==> config.mk <==
export PLATFORM = sky130hd
export DESIGN_NAME = membus_master
export DESIGN_NICKNAME = d
export VERILOG_FILES = /design/src/rtl/membus_master.sv
export SDC_FILE = /design/constraint.sdc
export NUM_CORES = 1
export LEC_CHECK = 0
export CORE_UTILIZATION = 50
export DETAILED_ROUTE_END_ITERATION = 6
export DONT_BUFFER_PORTS = 1
export PLACE_DENSITY_LB_ADDON = 0.25
export RECOVER_POWER = 100
export SYNTH_ARGS = -nofsm -noshare
export SYNTH_HDL_FRONTEND = slang
export SYNTH_SLANG_ARGS = --single-unit
==> constraint.sdc <==
create_clock -name clk -period 2.95 [get_ports clk]
set_input_delay 0.59 -clock clk [delete_from_list [all_inputs] [get_ports clk]]
set_output_delay 0.59 -clock clk [all_outputs]
set_load 0.01 [all_outputs]
==> src/rtl/membus_master.sv <==
// membus_master: processor-side membus cycle controller for single read, write and RMW cycles.
// Optional NXM abort in REQ is enabled by defining MEMBUS_NXM_TIMEOUT_EN.
module membus_master #(
  parameter int WR_HOLD    = 4,
  parameter int WR_RS_LEN  = 2,
  parameter int NXM_CYCLES = 1000
) (
  input  logic         clk,
  input  logic         reset_n,
  input  logic         req_valid,
  output logic         req_ready,
  input  logic         req_rd,
  input  logic         req_wr,
  input  logic [18:35] req_addr,
  input  logic         req_fmc,
  input  logic [0:35]  wdata,
  input  logic         wr_go,
  output logic [0:35]  rdata,
  output logic         resp_valid,
  output logic         resp_nxm,
  output logic         membus_rq_cyc,
  output logic         membus_rd_rq,
  output logic         membus_wr_rq,
  output logic [21:35] membus_ma,
  output logic [18:21] membus_sel,
  output logic         membus_fmc_select,
  output logic [0:35]  membus_mb_out,
  output logic         membus_wr_rs,
  input  logic         membus_addr_ack,
  input  logic         membus_rd_rs,
  input  logic [0:35]  membus_mb_in
);

  localparam int CMAX0 = (WR_HOLD > WR_RS_LEN) ? WR_HOLD : WR_RS_LEN;
  localparam int CMAX  = (CMAX0 > NXM_CYCLES) ? CMAX0 : NXM_CYCLES;
  localparam int CW    = $clog2(CMAX + 1);

  typedef enum logic [2:0] {
    IDLE, REQ, RD_WAIT, RMW_WAIT, WR_DATA, WR_RS, DONE
  } state_e;

  state_e          state_q;
  logic [CW-1:0]   cnt_q;
  logic            rd_q, wr_q, nxm_q;
  logic [0:35]     wdata_q, rdata_q, mb_out_q;
  logic            req_ready_q, resp_valid_q, resp_nxm_q;
  logic            rq_cyc_q, rd_rq_q, wr_rq_q, wr_rs_q, fmc_q;
  logic [21:35]    ma_q;
  logic [18:21]    sel_q;
  logic            ack_prev_q, rs_prev_q;
  logic            ack_edge, rs_edge, nxm_expire;

  // Memory strobes are wide asynchronous pulses; only their leading edge counts.
  assign ack_edge = membus_addr_ack & ~ack_prev_q;
  assign rs_edge  = membus_rd_rs & ~rs_prev_q;

`ifdef MEMBUS_NXM_TIMEOUT_EN
  assign nxm_expire = (cnt_q == CW'(NXM_CYCLES - 1));
`else
  assign nxm_expire = 1'b0;
`endif

  always_ff @(posedge clk or negedge reset_n) begin
    if (!reset_n) begin
      state_q      <= IDLE;
      cnt_q        <= '0;
      rd_q         <= 1'b0;
      wr_q         <= 1'b0;
      nxm_q        <= 1'b0;
      wdata_q      <= '0;
      rdata_q      <= '0;
      mb_out_q     <= '0;
      req_ready_q  <= 1'b0;
      resp_valid_q <= 1'b0;
      resp_nxm_q   <= 1'b0;
      rq_cyc_q     <= 1'b0;
      rd_rq_q      <= 1'b0;
      wr_rq_q      <= 1'b0;
      wr_rs_q      <= 1'b0;
      fmc_q        <= 1'b0;
      ma_q         <= '0;
      sel_q        <= '0;
      ack_prev_q   <= 1'b0;
      rs_prev_q    <= 1'b0;
    end else begin
      ack_prev_q   <= membus_addr_ack;
      rs_prev_q    <= membus_rd_rs;
      resp_valid_q <= 1'b0;
      resp_nxm_q   <= 1'b0;
      case (state_q)
        IDLE: begin
          req_ready_q <= 1'b1;
          if (req_valid && req_ready_q && (req_rd || req_wr)) begin
            req_ready_q <= 1'b0;
            rd_q        <= req_rd;
            wr_q        <= req_wr;
            nxm_q       <= 1'b0;
            wdata_q     <= wdata;
            rdata_q     <= '0;
            rq_cyc_q    <= 1'b1;
            rd_rq_q     <= req_rd;
            wr_rq_q     <= req_wr;
            ma_q        <= req_addr[21:35];
            sel_q       <= req_addr[18:21];
            fmc_q       <= req_fmc;
            cnt_q       <= '0;
            state_q     <= REQ;
          end
        end
        REQ: begin
          cnt_q <= cnt_q + 1'b1;
          // addr_ack takes priority over a timeout expiring in the same cycle.
          if (ack_edge) begin
            rq_cyc_q <= 1'b0;
            rd_rq_q  <= 1'b0;
            wr_rq_q  <= 1'b0;
            cnt_q    <= '0;
            if (rd_q) begin
              state_q <= RD_WAIT;
            end else begin
              mb_out_q <= wdata_q;
              state_q  <= WR_DATA;
            end
          end else if (nxm_expire) begin
            rq_cyc_q <= 1'b0;
            rd_rq_q  <= 1'b0;
            wr_rq_q  <= 1'b0;
            nxm_q    <= 1'b1;
            rdata_q  <= '0;
            state_q  <= DONE;
          end
        end
        RD_WAIT: begin
          // Memory drives data as a pulse, so accumulate rather than sample once.
          rdata_q <= rdata_q | membus_mb_in;
          if (rs_edge) begin
            if (wr_q) begin
              resp_valid_q <= 1'b1;
              state_q      <= RMW_WAIT;
            end else begin
              state_q <= DONE;
            end
          end
        end
        RMW_WAIT: begin
          if (wr_go) begin
            wdata_q  <= wdata;
            mb_out_q <= wdata;
            cnt_q    <= '0;
            state_q  <= WR_DATA;
          end
        end
        WR_DATA: begin
          cnt_q <= cnt_q + 1'b1;
          if (cnt_q == CW'(WR_HOLD - 1)) begin
            cnt_q   <= '0;
            wr_rs_q <= 1'b1;
            state_q <= WR_RS;
          end
        end
        WR_RS: begin
          cnt_q <= cnt_q + 1'b1;
          if (cnt_q == CW'(WR_RS_LEN - 1)) begin
            cnt_q    <= '0;
            wr_rs_q  <= 1'b0;
            mb_out_q <= '0;
            state_q  <= DONE;
          end
        end
        DONE: begin
          resp_valid_q <= 1'b1;
          resp_nxm_q   <= nxm_q;
          ma_q         <= '0;
          sel_q        <= '0;
          fmc_q        <= 1'b0;
          state_q      <= IDLE;
        end
        default: state_q <= IDLE;
      endcase
    end
  end

  assign req_ready         = req_ready_q;
  assign rdata             = rdata_q;
  assign resp_valid        = resp_valid_q;
  assign resp_nxm          = resp_nxm_q;
  assign membus_rq_cyc     = rq_cyc_q;
  assign membus_rd_rq      = rd_rq_q;
  assign membus_wr_rq      = wr_rq_q;
  assign membus_ma         = ma_q;
  assign membus_sel        = sel_q;
  assign membus_fmc_select = fmc_q;
  assign membus_mb_out     = mb_out_q;
  assign membus_wr_rs      = wr_rs_q;

endmodule

### Word level (Yosys, flattened, before mapping)

Cells that the tools add are included.

| storage, ports and cells | value |
|---|---|
| register bits after elaboration | 151 |
| output and inout port bits | 99 |

| operators by class | value |
|---|---|
| add/subtract/negate cells | 1 |
| eq/ne operators | 15 |
| bitwise logic cells | 5 |
| muxes and demuxes | 44 |
| reductions and logical operators | 20 |

Operators by type and width:

| operator | count |
|---|---|
| 36-bit 2-to-1 mux | 6 |
| 36-bit one-hot mux with 2 select lines | 2 |
| 36-bit one-hot mux with 3 select lines | 1 |
| 10-bit 2-to-1 mux | 5 |
| 10-bit one-hot mux with 5 select lines | 1 |
| 36-bit OR | 1 |
| 15-bit one-hot mux with 2 select lines | 1 |
| 3-bit 2-to-1 mux | 8 |
| 3-bit one-hot mux with 6 select lines | 1 |
| 15-bit 2-to-1 mux | 1 |
| 2-bit inequality test (second input constant) | 7 |
| 1-bit one-hot mux with 2 select lines | 6 |
| 3-bit AND reduction | 4 |
| 10-bit by 1-bit adder with 10-bit output (second input constant) | 1 |
| 10-bit by 1-bit equality test with 1-bit output (second input constant) | 1 |
| 10-bit by 2-bit equality test with 1-bit output (second input constant) | 1 |
| 1-bit 2-to-1 mux | 10 |
| 2-bit nonzero test | 5 |
| 3-bit equality test (second input constant) | 3 |
| 4-bit one-hot mux with 2 select lines | 1 |
| 3-bit by 2-bit equality test with 1-bit output (second input constant) | 2 |
| 2-bit AND reduction | 3 |
| 6-bit AND reduction | 1 |
| 5-bit AND reduction | 1 |
| 9 further kinds | 12 |

### Depth between registers and ports, before layout

Gate-level depths: netlist of run 1.

| depth | value |
|---|---|
| word-level depth | 4 |
| depth in mapped cells | 7 |
| depth with buffers taken out | 6 |

### Worst setup path after synthesis of run 1

No wires, ideal clock.

| timing | value |
|---|---|
| kind | flip-flop to flip-flop |
| start | reg cnt_q[3] |
| end | reg mb_out_q (netlist bit membus_mb_out[11]) |
| cell stages (with the launch flop) | 6 |
| data required time | 2825 ps |
| setup slack | 694 ps |
| arrival time | 2131 ps |
| path buffers | 1 |
| path through | dfrtp_1 -> nor4_4 -> nand3_1 -> a2111oi_4 -> buf_6 -> mux2_2 |

| on the way | value |
|---|---|
| word-level cells in the longest chain between the ends | 3 |

RTL lines:

| element | line | text |
|---|---|---|
| from (decl) | 43 | `logic [CW-1:0] cnt_q;` |
| from (signal assigned) | 111 | `cnt_q <= cnt_q + 1'b1;` |
| from (signal assigned) | 154 | `cnt_q <= cnt_q + 1'b1;` |
| from (signal assigned) | 162 | `cnt_q <= cnt_q + 1'b1;` |
| 10-bit by 1-bit equality test with 1-bit output | 163 | `if (cnt_q == CW'(WR_RS_LEN - 1)) begin` |
| 2-bit inequality test (no line) | -- |  |
| 5-bit AND reduction (no line) | -- |  |
| to (signal assigned) | 121 | `mb_out_q <= wdata_q;` |
| to (signal assigned) | 148 | `mb_out_q <= wdata;` |
| to (decl) | 45 | `logic [0:35] wdata_q, rdata_q, mb_out_q;` |

Every way passes these cells.
A chain may end at the register's enable or synchronous reset.

### Worst setup path in the final report of run 1

| timing | value |
|---|---|
| start | reg state_q[0] |
| end | reg cnt_q[2] |

| on the way | value |
|---|---|
| word-level cells in the longest chain between the ends | 3 |
| elaborated cells on any way between the ends | 10 |
| classes of those cells | 6 x eq/ne; 1 x mux; 3 x reduce/logical |

RTL lines:

| element | line | text |
|---|---|---|
| from (decl) | 42 | `state_e state_q;` |
| from (signal assigned) | 65 | `state_q <= IDLE;` |
| from (signal assigned) | 107 | `state_q <= REQ;` |
| from (signal assigned) | 119 | `state_q <= RD_WAIT;` |
| 3-bit equality test (tied with other cells) | 90 | `case (state_q)` |
| 5-bit nonzero test (no line) or 2-bit inequality test (tied branches) | -- |  |
| 3-bit AND reduction (no line) | -- |  |

Several ways; a longest one is shown, not always the timed one.

==> results of run 1 <==
[sequential cells by signal, summed over array words and instances (netlist names), 3 cells and up]
name and flops:
rdata 36, membus_mb_out 36, membus_sel 4, state_q 3, membus_ma 14, cnt_q 10, wdata_q 36
[routing by layer]
| layer | vias up | routed length (um) | share of wire, % |
|---|---|---|---|
| li1 | 1851 | - | - |
| met1 | 2065 | 5550 | 41 |
| met2 | 150 | 6640 | 49 |
| met3 | 25 | 1000 | 7.4 |
| met4 | 0 | 318 | 2.4 |
| met5 | - | 0 | 0 |
[cell type report]
type / count / area (um^2)
fill: 963 / 5120
sequential: 150 / 3750
multi-input combinational: 312 / 2380
clock buffer: 17 / 425
tap: 168 / 210
clock inverter: 15 / 203
timing repair buffer: 7 / 43.8
inverter: 9 / 33.8
[how the worst max path moves through the flow]
stage                    start           endpoint  slack, ns  cells past startpoint
floorplan             cnt_q[3]  membus_mb_out[11]       0.69                      5
global placement    state_q[0]  membus_mb_out[30]       0.74                      4
detailed placement  state_q[0]  membus_mb_out[17]       0.67                      4
CTS                 state_q[0]           cnt_q[2]       0.65                      5
global route        state_q[0]  membus_mb_out[17]       0.28                      4
finish              state_q[0]           cnt_q[2]       0.42                      5
[layout by cell type, fill, tap and decap left out, types with 3 or more instances in the layout]
cell and count:
buf_4 3, clkbuf_16 17, nor2_1 46, a22o_1 57, nand2_1 10, mux2_2 68, dfrtp_1 150, o21a_1 4
inv_1 8, nand3_1 6, bufinv_16 4, a21oi_1 38, o221ai_1 5, o211ai_1 5, a31oi_1 3, nor2b_1 4
nor3_1 7, o21ai_0 16, mux2_1 7, clkinvlp_4 5
[per-stage QoR]
stage | hold WS [ns] | power (W) | setup WS, ns | utilization (%) | cells
3_5_place_dp | 0.299 | 0.00210 | 0.672 | 53.1 | 646
4_1_cts | -0.149 | 0.00438 | 0.651 | 58.3 | 678
6_report | -0.134 | 0.00434 | 0.419 | 57.9 | 678
2_1_floorplan | 0.294 | 0.00210 | 0.694 | - | 504
5_1_grt | -0.159 | 0.00447 | 0.277 | 57.9 | 678
3_3_place_gp | 0.298 | 0.00210 | 0.743 | 53.1 | 646
[kinds of logic (layout without fill, tap and decap cells)]
family                     Yosys count  in the layout
DFF                                150            150
AOI/OAI and AO/OA                  145            145
and+or+nand+nor                     88             88
muxes                               76             76
buffers and inverters               42             48
adders and majority gates            2              2
other                                1              1
[where the power goes]
group	switching (W)	internal (W)	leakage [nW]
registers	0.000000547	0.00206	2.05
logic	0.00000448	0.00000349	1.06
clock network	0.000855	0.00142	0.292
[worst max-delay path, stage by stage (launching register included)]
cell	delay (ns)
dfrtp_1	0.77
mux2_1	0.41
a31oi_1	0.16
clkbuf_1	0.36
o21ai_0	0.32
o311ai_0	0.38
==> summary.txt, run 1 <==
Ant diodes = 0
Main synth FF type = dfrtp_1
Failing checks = hold timing
CTS tree = done
Clk sink count = 150
Hold Crit Class = primary input to asynchronous set/reset pin
WL final = 13.5 mm
Leak = 3.40 nW
Critical path class = flip-flop to flip-flop
RSZ-0062 raised after global routing = no
Clock buffer count from CTS = 17
R2r startpoint = state_q[0]
Post-Synthesis Cells = 504
Gpl congestion = 0.822
Largest net degree at the start of global routing = 151
Min Tclk post-route = 2.53 ns
Crit. End Element = flip-flop
Fin Clk Skew = 0.00372 ns
Initial antenna violation count = 0
Met2 Use GR = 34.4%
CTS Root Cell = clkbuf_16
Routing usage on met1 = 27.0%
Post-Syn Area = 0.00630 mm^2
Die Y-Extent = 114 um
Core area = 0.0122 mm^2
Final Setup Violations = 0
Syn Area/Cell = 12.5 um^2
GRT Max-Usage Layer = met2
Post-CTS Setup Bufs = 0
Tcrit/Tclk final = 85.8%
R2R Setup Slk = 0.42 ns
Pwr dens = 616 mW/mm^2
Slew headroom = 24.9%
Synth top cells by count = dfrtp_1, mux2_2, a22o_1
Starting Density = 51.8%
Synth Net Count = 605
TritonRoute pass-1 iters = 4
Ranking of synthesized cells by area = dfrtp_1, mux2_2, a22o_1
CTS H-tree lvls = 4
Worst Path Arrival = 2.83 ns
Part of the Yosys area used for sequential elements = 59.6%
Fraction of layout cells with a size suffix above 1 = 22.4%
DR DRC count = 0
Worst Path Max Fanout = 21
Final Max Tran Viols = 0
Count leader, synth = dfrtp_1
Vias per inst = 6.03
DP Area = 0.00646 mm^2
Max Cap Viol = 0
Final Instance Area = 0.00705 mm^2
IO buf count = 0
Distinct cells, synth = 46
Largest family of logic cells by synthesized area = compound AO/OA/AOI/OAI gates
Fraction of the mapped netlist area in simple logic gates = 6.73%
Chip Width = 114 um
Setup TNS = 0 ns
GRT overflow = 0
First-pass GRT wire length = 21.6 mm
Worst reg2reg path depth = 5
Status = finished with violations
Tightest Pin Transition = 1.13 ns
Hold_ws = -0.134 ns
Grt met3 use = 7.41%
Post-route ant nets = 0
Multiplexer area fraction after synthesis = 13.6%
Synth top area share = 59.6%
Fin. Hold Viols = 150
IO Pins = 198
Cell type with the largest total area after synthesis = dfrtp_1
Final net count = 598
Vias in the first global route = 4172
CTS max path bufs = 2
Critical path launch point type = flip-flop
Compound-Gate Fraction of Synth Area = 16.7%
Synth warn = 0
DP Wirelength = 8.90 mm
Synth Area in XOR/XNOR = 0%
Row count = 40
Clock Latency Late Sink = 0.42 ns
Reg-to-reg critical path endpoint = cnt_q[2]
Total GRT Usage = 21.9%
1st-iter DRT viols = 218
Max Freq = 395 MHz
Via count = 4091
CTS clk-pin slew, worst paths = 0.06 ns
Worst vdd ir = 467 uV
Seq cells post-synth = 150
Layout area overhead = 11.8%
Post-synth EDFFs = 0
Critical Path RT = 3.25 ns
Synth Area in Adders = 0.397%
Async set or reset register ratio after synthesis = 100%
Drt wl/cell = 19.9 um
Die ar. = 0.0131 mm^2
Post-CTS sizing = 0
(Power assumes the default switching activity.)
==> run 2, diff against run 1 <==
CAP_MARGIN = 20   (was default)
PLACE_DENSITY = 0.76   (was default)
PLACE_DENSITY_LB_ADDON = default   (was 0.25)
==> summary.txt, run 2 (synthesis results as in run 1) <==
Most frequent cells in the layout = dfrtp_1, mux2_2, a22o_1
Clock Latency Late Sink = 0.42 ns (about the same)
First-pass GRT wire length = 21.1 mm (-2.1%)
Clk pwr share = 50.6% (-1.8 points)
R2r startpoint = state_q[0]
Reg power frac = 49.2% (+1.8 points)
Worst Path Max Fanout = 36 (+71%)
Int Power = 0.00326 W (-6.3%)
IO buf count = 0 (unchanged)
Worst setup margin = 0.445 ns (+0.0268 ns)
Min Tclk post-route = 2.50 ns (-0.0268 ns)
CTS max path bufs = 2 (unchanged)
Worst Setup Slack post-DPL = 0.641 ns (-0.0310 ns)
CTS Root Cell = clkbuf_16
Clk sink count = 150 (unchanged)
Hold_ws = -0.129 ns (+0.00507 ns)
Row count = 40 (unchanged)
Critical path cell sequence = inv_1, a2111oi_4, clkbuf_4, mux2_2
Sw frac = 22.0% (+2.2 points)
GRT overflow = 0 (unchanged)
Fin Clk Skew = 0.00522 ns (+0.00151 ns)
Chip Width = 114 um (unchanged)
Setup TNS = 0 ns (unchanged)
Crit-path slowest cell = dfrtp_1
Worst Path Arrival = 2.80 ns (-0.03 ns)
Max Freq = 399 MHz (+1.1%)
1st-iter DRT viols = 264 (+21%)
Pwr dens = 597 mW/mm^2 (-3.1%)
Commonest non-fill, non-tap cell in the layout = dfrtp_1
Fraction of layout cells with a size suffix above 1 = 22.3% (-0.087 points)
Total GRT Usage = 21.3% (-0.60 points)
Hold Crit Class = primary input to asynchronous set/reset pin
PnR Total Power = 0.00418 W (-3.7%)
DP Wirelength = 8.75 mm (-1.6%)
Post-route ant nets = 0 (unchanged)
Status = finished with violations
CTS clk-pin slew, worst paths = 0.06 ns (about the same)
Failing checks = hold timing
Tcrit/Tclk final = 84.9% (-0.91 points)
CTS H-tree lvls = 4 (unchanged)
Critical Path RT = 3.25 ns (about the same)
Die ar. = 0.0131 mm^2 (unchanged)
Post-CTS sizing = 0 (unchanged)
TritonRoute pass-1 iters = 4 (unchanged)
Worst reg2reg path depth = 4 (-1)
Fin. Hold Viols = 150 (unchanged)
Largest net degree at the start of global routing = 151 (unchanged)
Combinational fraction of design power = 0.2% (about the same)
Ant diodes = 0 (unchanged)
Tightest Pin Transition = 1.05 ns (-0.0718 ns)
Vias per inst = 6.09 (+0.95%)
Leak = 3.39 nW (-0.17%)
Critical path class = flip-flop to flip-flop
Via count = 4142 (+1.2%)
Drt wl/cell = 19.6 um (-1.9%)
Worst vdd ir = 395 uV (-15%)
IO Pins = 198 (unchanged)
Slowest stage delay, CP = 0.76 ns (about the same)
Vias in the first global route = 4185 (+0.31%)
R2R Setup Slk = 0.45 ns (+0.03 ns)
RSZ-0062 raised after global routing = no
Final Max Tran Viols = 0 (unchanged)
DR DRC count = 0 (unchanged)
Max Cap Viol = 0 (unchanged)
Layout area overhead = 11.2%
Reg-to-reg critical path endpoint = membus_mb_out[26]
Clock buffer count from CTS = 17 (unchanged)
Final net count = 600 (+0.33%)
Die Y-Extent = 114 um (unchanged)
Critical path launch point type = flip-flop
Final Setup Violations = 0 (unchanged)
Slew headroom = 29.6% (+4.6 points)
Crit. End Element = flip-flop
Core area = 0.0122 mm^2 (unchanged)
CTS tree = done
Gpl congestion = 0.793 (-3.6%)
Psw = 0.000920 W (+7.0%)
Initial antenna violation count = 0 (unchanged)
WL final = 13.3 mm (-1.6%)
Layout fillers = 998 (+3.6%)
Starting Density = 51.8% (unchanged)
==> run 2: changes by cell type in the layout (fill, tap and decap cells not counted), sizes merged <==
cell	before	now
clkinvlp	5	2
buf	3	4
bufinv	4	1
clkbuf	21	22
inv	10	18
clkinv	5	3
==> run 2: worst max path at each step <==
stage               start                 to  slack, ns
6_report       state_q[0]  membus_mb_out[26]       0.45
3_5_place_dp   state_q[2]  membus_mb_out[13]       0.64
3_3_place_gp   state_q[0]  membus_mb_out[20]       0.68
4_1_cts        state_q[2]  membus_mb_out[13]       0.60
5_1_grt        state_q[0]  membus_mb_out[25]       0.25
2_1_floorplan    cnt_q[3]  membus_mb_out[11]       0.69
==> run 2: final cells by class <==
| cell class | count | area [um^2] | share of cell area (%) |
|---|---|---|---|
| Clock buffer | 17 | 425 | 6.07 |
| Sequential cell | 150 | 3750 | 53.6 |
| Inverter | 9 | 33.8 | 0.482 |
| Clock inverter | 15 | 158 | 2.25 |
| Timing Repair Buffer | 9 | 55.1 | 0.786 |
| Tap cell | 168 | 210 | 3.00 |
| Multi-Input combinational cell | 312 | 2370 | 33.8 |
==> run 2: timing repair <==
item                                    CTS  global route
hold endpoints to repair                150           150
endpoints found under the setup margin    0             0
setup buffers                             0             0
==> run 2: through the flow <==
step                cell area [um^2]  utilization (%)  std cells
global route                    7000             57.6        680
finish                          7000             57.6        680
detailed placement              6460             53.1        648
floorplan                       6300                -        504
global placement                6460             53.1        648
CTS                             7040             57.9        680
==> run 2: power by group through the flow <==
| stage | Sequential, W | Combinational (W) | Clock, W |
|---|---|---|---|
| floorplan | 0.00210 | 0.00000746 | 0 |
| global placement | 0.00210 | 0.00000776 | 0 |
| detailed placement | 0.00210 | 0.00000780 | 0 |
| CTS | 0.00206 | 0.00000780 | 0.00216 |
| global route | 0.00206 | 0.00000829 | 0.00225 |
| finish | 0.00206 | 0.00000784 | 0.00211 |
==> run 2: worst max-delay path: cells and delay by family (launching register included) <==
family,cells,cell delay [ns]
flip-flops,1,0.76
multiplexers,1,0.40
AO/OA/AOI/OAI,1,0.37
buffers and inverters,2,0.84
==> run 2: routing by layer <==
metal / vias up / global-route usage, % / routed length (um)
met1: 2127 / 25.9 / 5500
met4: 0 / 9.26 / 291
met3: 24 / 6.88 / 821
met5: - / 0 / 0
li1: 1840 / - / -
met2: 151 / 34.8 / 6690
==> run 3, diff against run 2 <==
PLACE_DENSITY = 0.79   (was 0.76)
clock period = 2.2 ns   (was 2.95 ns; I/O delays follow)
==> summary.txt, run 3 (synthesis results as in run 1) <==
IO buf count = 0 (unchanged)
Final Instance Area = 0.00711 mm^2 (+1.6%)
Setup TNS = 0 ns (unchanged)
Min Tclk post-route = 2.10 ns (-0.409 ns)
Hold_ws = -0.282 ns (-0.153 ns)
Vias in the first global route = 4337 (+3.6%)
Critical path class = flip-flop to flip-flop
First-pass GRT wire length = 22.2 mm (+4.9%)
Clock Latency Late Sink = 0.41 ns (about the same)
GRT overflow = 0 (unchanged)
Die ar. = 0.0131 mm^2 (unchanged)
Fin. Hold Viols = 150 (unchanged)
Psw = 0.00113 W (+22%)
Fin Clk Skew = 0.00505 ns (-0.000170 ns)
Int Power = 0.00460 W (+41%)
Chip Width = 114 um (unchanged)
DP Wirelength = 9.21 mm (+5.2%)
Initial antenna violation count = 0 (unchanged)
Critical path launch point type = flip-flop
RSZ-0062 raised after global routing = no
Drt wl/cell = 20.0 um (+2.0%)
Leak = 3.44 nW (+1.2%)
Final net count = 607 (+1.2%)
Ant diodes = 0 (unchanged)
Combinational fraction of design power = 0.2% (about the same)
Largest net degree at the start of global routing = 151 (unchanged)
Clk sink count = 150 (unchanged)
Worst vdd ir = 744 uV (+88%)
Post-CTS Setup Bufs = 0 (unchanged)
Crit. End Element = flip-flop
CTS Root Cell = clkbuf_16
Worst Path Max Fanout = 36 (unchanged)
Tightest Pin Transition = 1.06 ns (+0.00762 ns)
Fraction of layout cells with a size suffix above 1 = 23.9% (+1.6 points)
Multi-input combinational cell area = 0.00238 mm^2 (+0.53%)
TritonRoute pass-1 iters = 4 (unchanged)
Hold Crit Class = primary input to asynchronous set/reset pin
CTS tree = done
Core area = 0.0122 mm^2 (unchanged)
CTS H-tree lvls = 4 (unchanged)
Final Max Tran Viols = 0 (unchanged)
1st-iter DRT viols = 206 (-22%)
Pwr dens = 805 mW/mm^2 (+35%)
Critical Path RT = 2.50 ns (-0.75 ns)
Layout area overhead = 12.9%
Clk pwr share = 51.6% (+1.0 points)
Worst setup margin = 0.104 ns (-0.341 ns)
Post-CTS sizing = 0 (unchanged)
FF/Latch Area = 0.00375 mm^2 (unchanged)
Commonest non-fill, non-tap cell in the layout = dfrtp_1
Clock buffer count from CTS = 17 (unchanged)
Failing checks = hold timing
Max Freq = 477 MHz (+20%)
Most frequent cells in the layout = dfrtp_1, mux2_2, a22o_1
Worst Path Arrival = 2.39 ns (-0.41 ns)
Gpl congestion = 0.841 (+6.1%)
Worst Setup Slack post-DPL = 0.0334 ns (-0.608 ns)
IO Pins = 198 (unchanged)
CTS max path bufs = 2 (unchanged)
Vias per inst = 6.02 (-1.1%)
Non-filler instance count after layout = 687 (+1.0%)
DP Cell Count = 654 (+0.93%)
Tcrit/Tclk final = 95.3% (+10 points)
DP Area = 0.00652 mm^2 (+0.93%)
Via count = 4137 (-0.12%)
Starting Density = 51.8% (unchanged)
Total GRT Usage = 22.0% (+0.75 points)
Post-route ant nets = 0 (unchanged)
Slew headroom = 29.1% (-0.51 points)
Layout fillers = 972 (-2.6%)
Die Y-Extent = 114 um (unchanged)
WL final = 13.7 mm (+3.1%)
Status = finished with violations
Final Setup Violations = 0 (unchanged)
Sw frac = 19.6% (-2.4 points)
Max Cap Viol = 0 (unchanged)
Reg power frac = 48.2% (-1.0 points)
DR DRC count = 0 (unchanged)
Row count = 40 (unchanged)
CTS clk-pin slew, worst paths = 0.06 ns (about the same)
run 3: cell count changes in the layout (fill, tap and decap cells not counted), moves of 3 or more:
| cell | delta |
|---|---|
| inv_6 | -6 |
| clkinv_2 | +5 |
| buf_4 | +4 |
| inv_8 | -3 |
run 3: final cells by class:
| cell class | instances | share of cell area (%) |
|---|---|---|
| Tap cell | 168 | 2.95 |
| Multi-Input combinational cell | 312 | 33.5 |
| Clock inverter | 13 | 2.16 |
| Clock buffer | 19 | 6.37 |
| Inverter | 9 | 0.475 |
| Timing Repair Buffer | 16 | 1.81 |
| Sequential cell | 150 | 52.8 |
run 3: through the flow:
step	utilization, %	total power (W)
2_1_floorplan	-	0.00282
5_1_grt	58.5	0.00588
6_report	58.5	0.00573
4_1_cts	58.6	0.00577
3_3_place_gp	53.6	0.00282
3_5_place_dp	53.6	0.00282
run 3: worst paths after layout:
check | cells after the start | slack [ns] | from | end
worst min-delay path | 0 | -0.28 | reset_n | membus_sel[21]
worst min register to register | 1 | 0.51 | wdata_q[11] | wdata_q[11]
max in group asynchronous | 0 | 2.18 | reset_n | rdata[35]
min in group clk | 0 | 0.05 | membus_addr_ack | ack_prev_q
worst max-delay path | 5 | 0.10 | cnt_q[4] | membus_mb_out[20]
worst max register to register | 5 | 0.10 | cnt_q[4] | membus_mb_out[20]
run 3: layer usage:
| layer | global-route usage, % | vias to the layer above | part of all wire, % |
|---|---|---|---|
| li1 | - | 1855 | - |
| met5 | 0 | - | 0 |
| met3 | 6.56 | 24 | 5.8 |
| met1 | 26.4 | 2123 | 41 |
| met4 | 10.5 | 0 | 2.1 |
| met2 | 36.6 | 135 | 51 |
run 3: power by group through the flow:
| stage | registers, W | clock network [W] | logic (W) |
|---|---|---|---|
| 2_1_floorplan | 0.00281 | 0 | 0.0000100 |
| 3_3_place_gp | 0.00281 | 0 | 0.0000123 |
| 3_5_place_dp | 0.00281 | 0 | 0.0000124 |
| 4_1_cts | 0.00276 | 0.00300 | 0.0000125 |
| 5_1_grt | 0.00276 | 0.00311 | 0.0000138 |
| 6_report | 0.00276 | 0.00295 | 0.0000125 |
run 3: critical path, stage by stage, from the launching register on:
cell and delay, ns:
dfrtp_1 0.45, nor4_4 0.31, nand3_1 0.17, a2111oi_4 0.39
buf_12 0.27, mux2_2 0.37
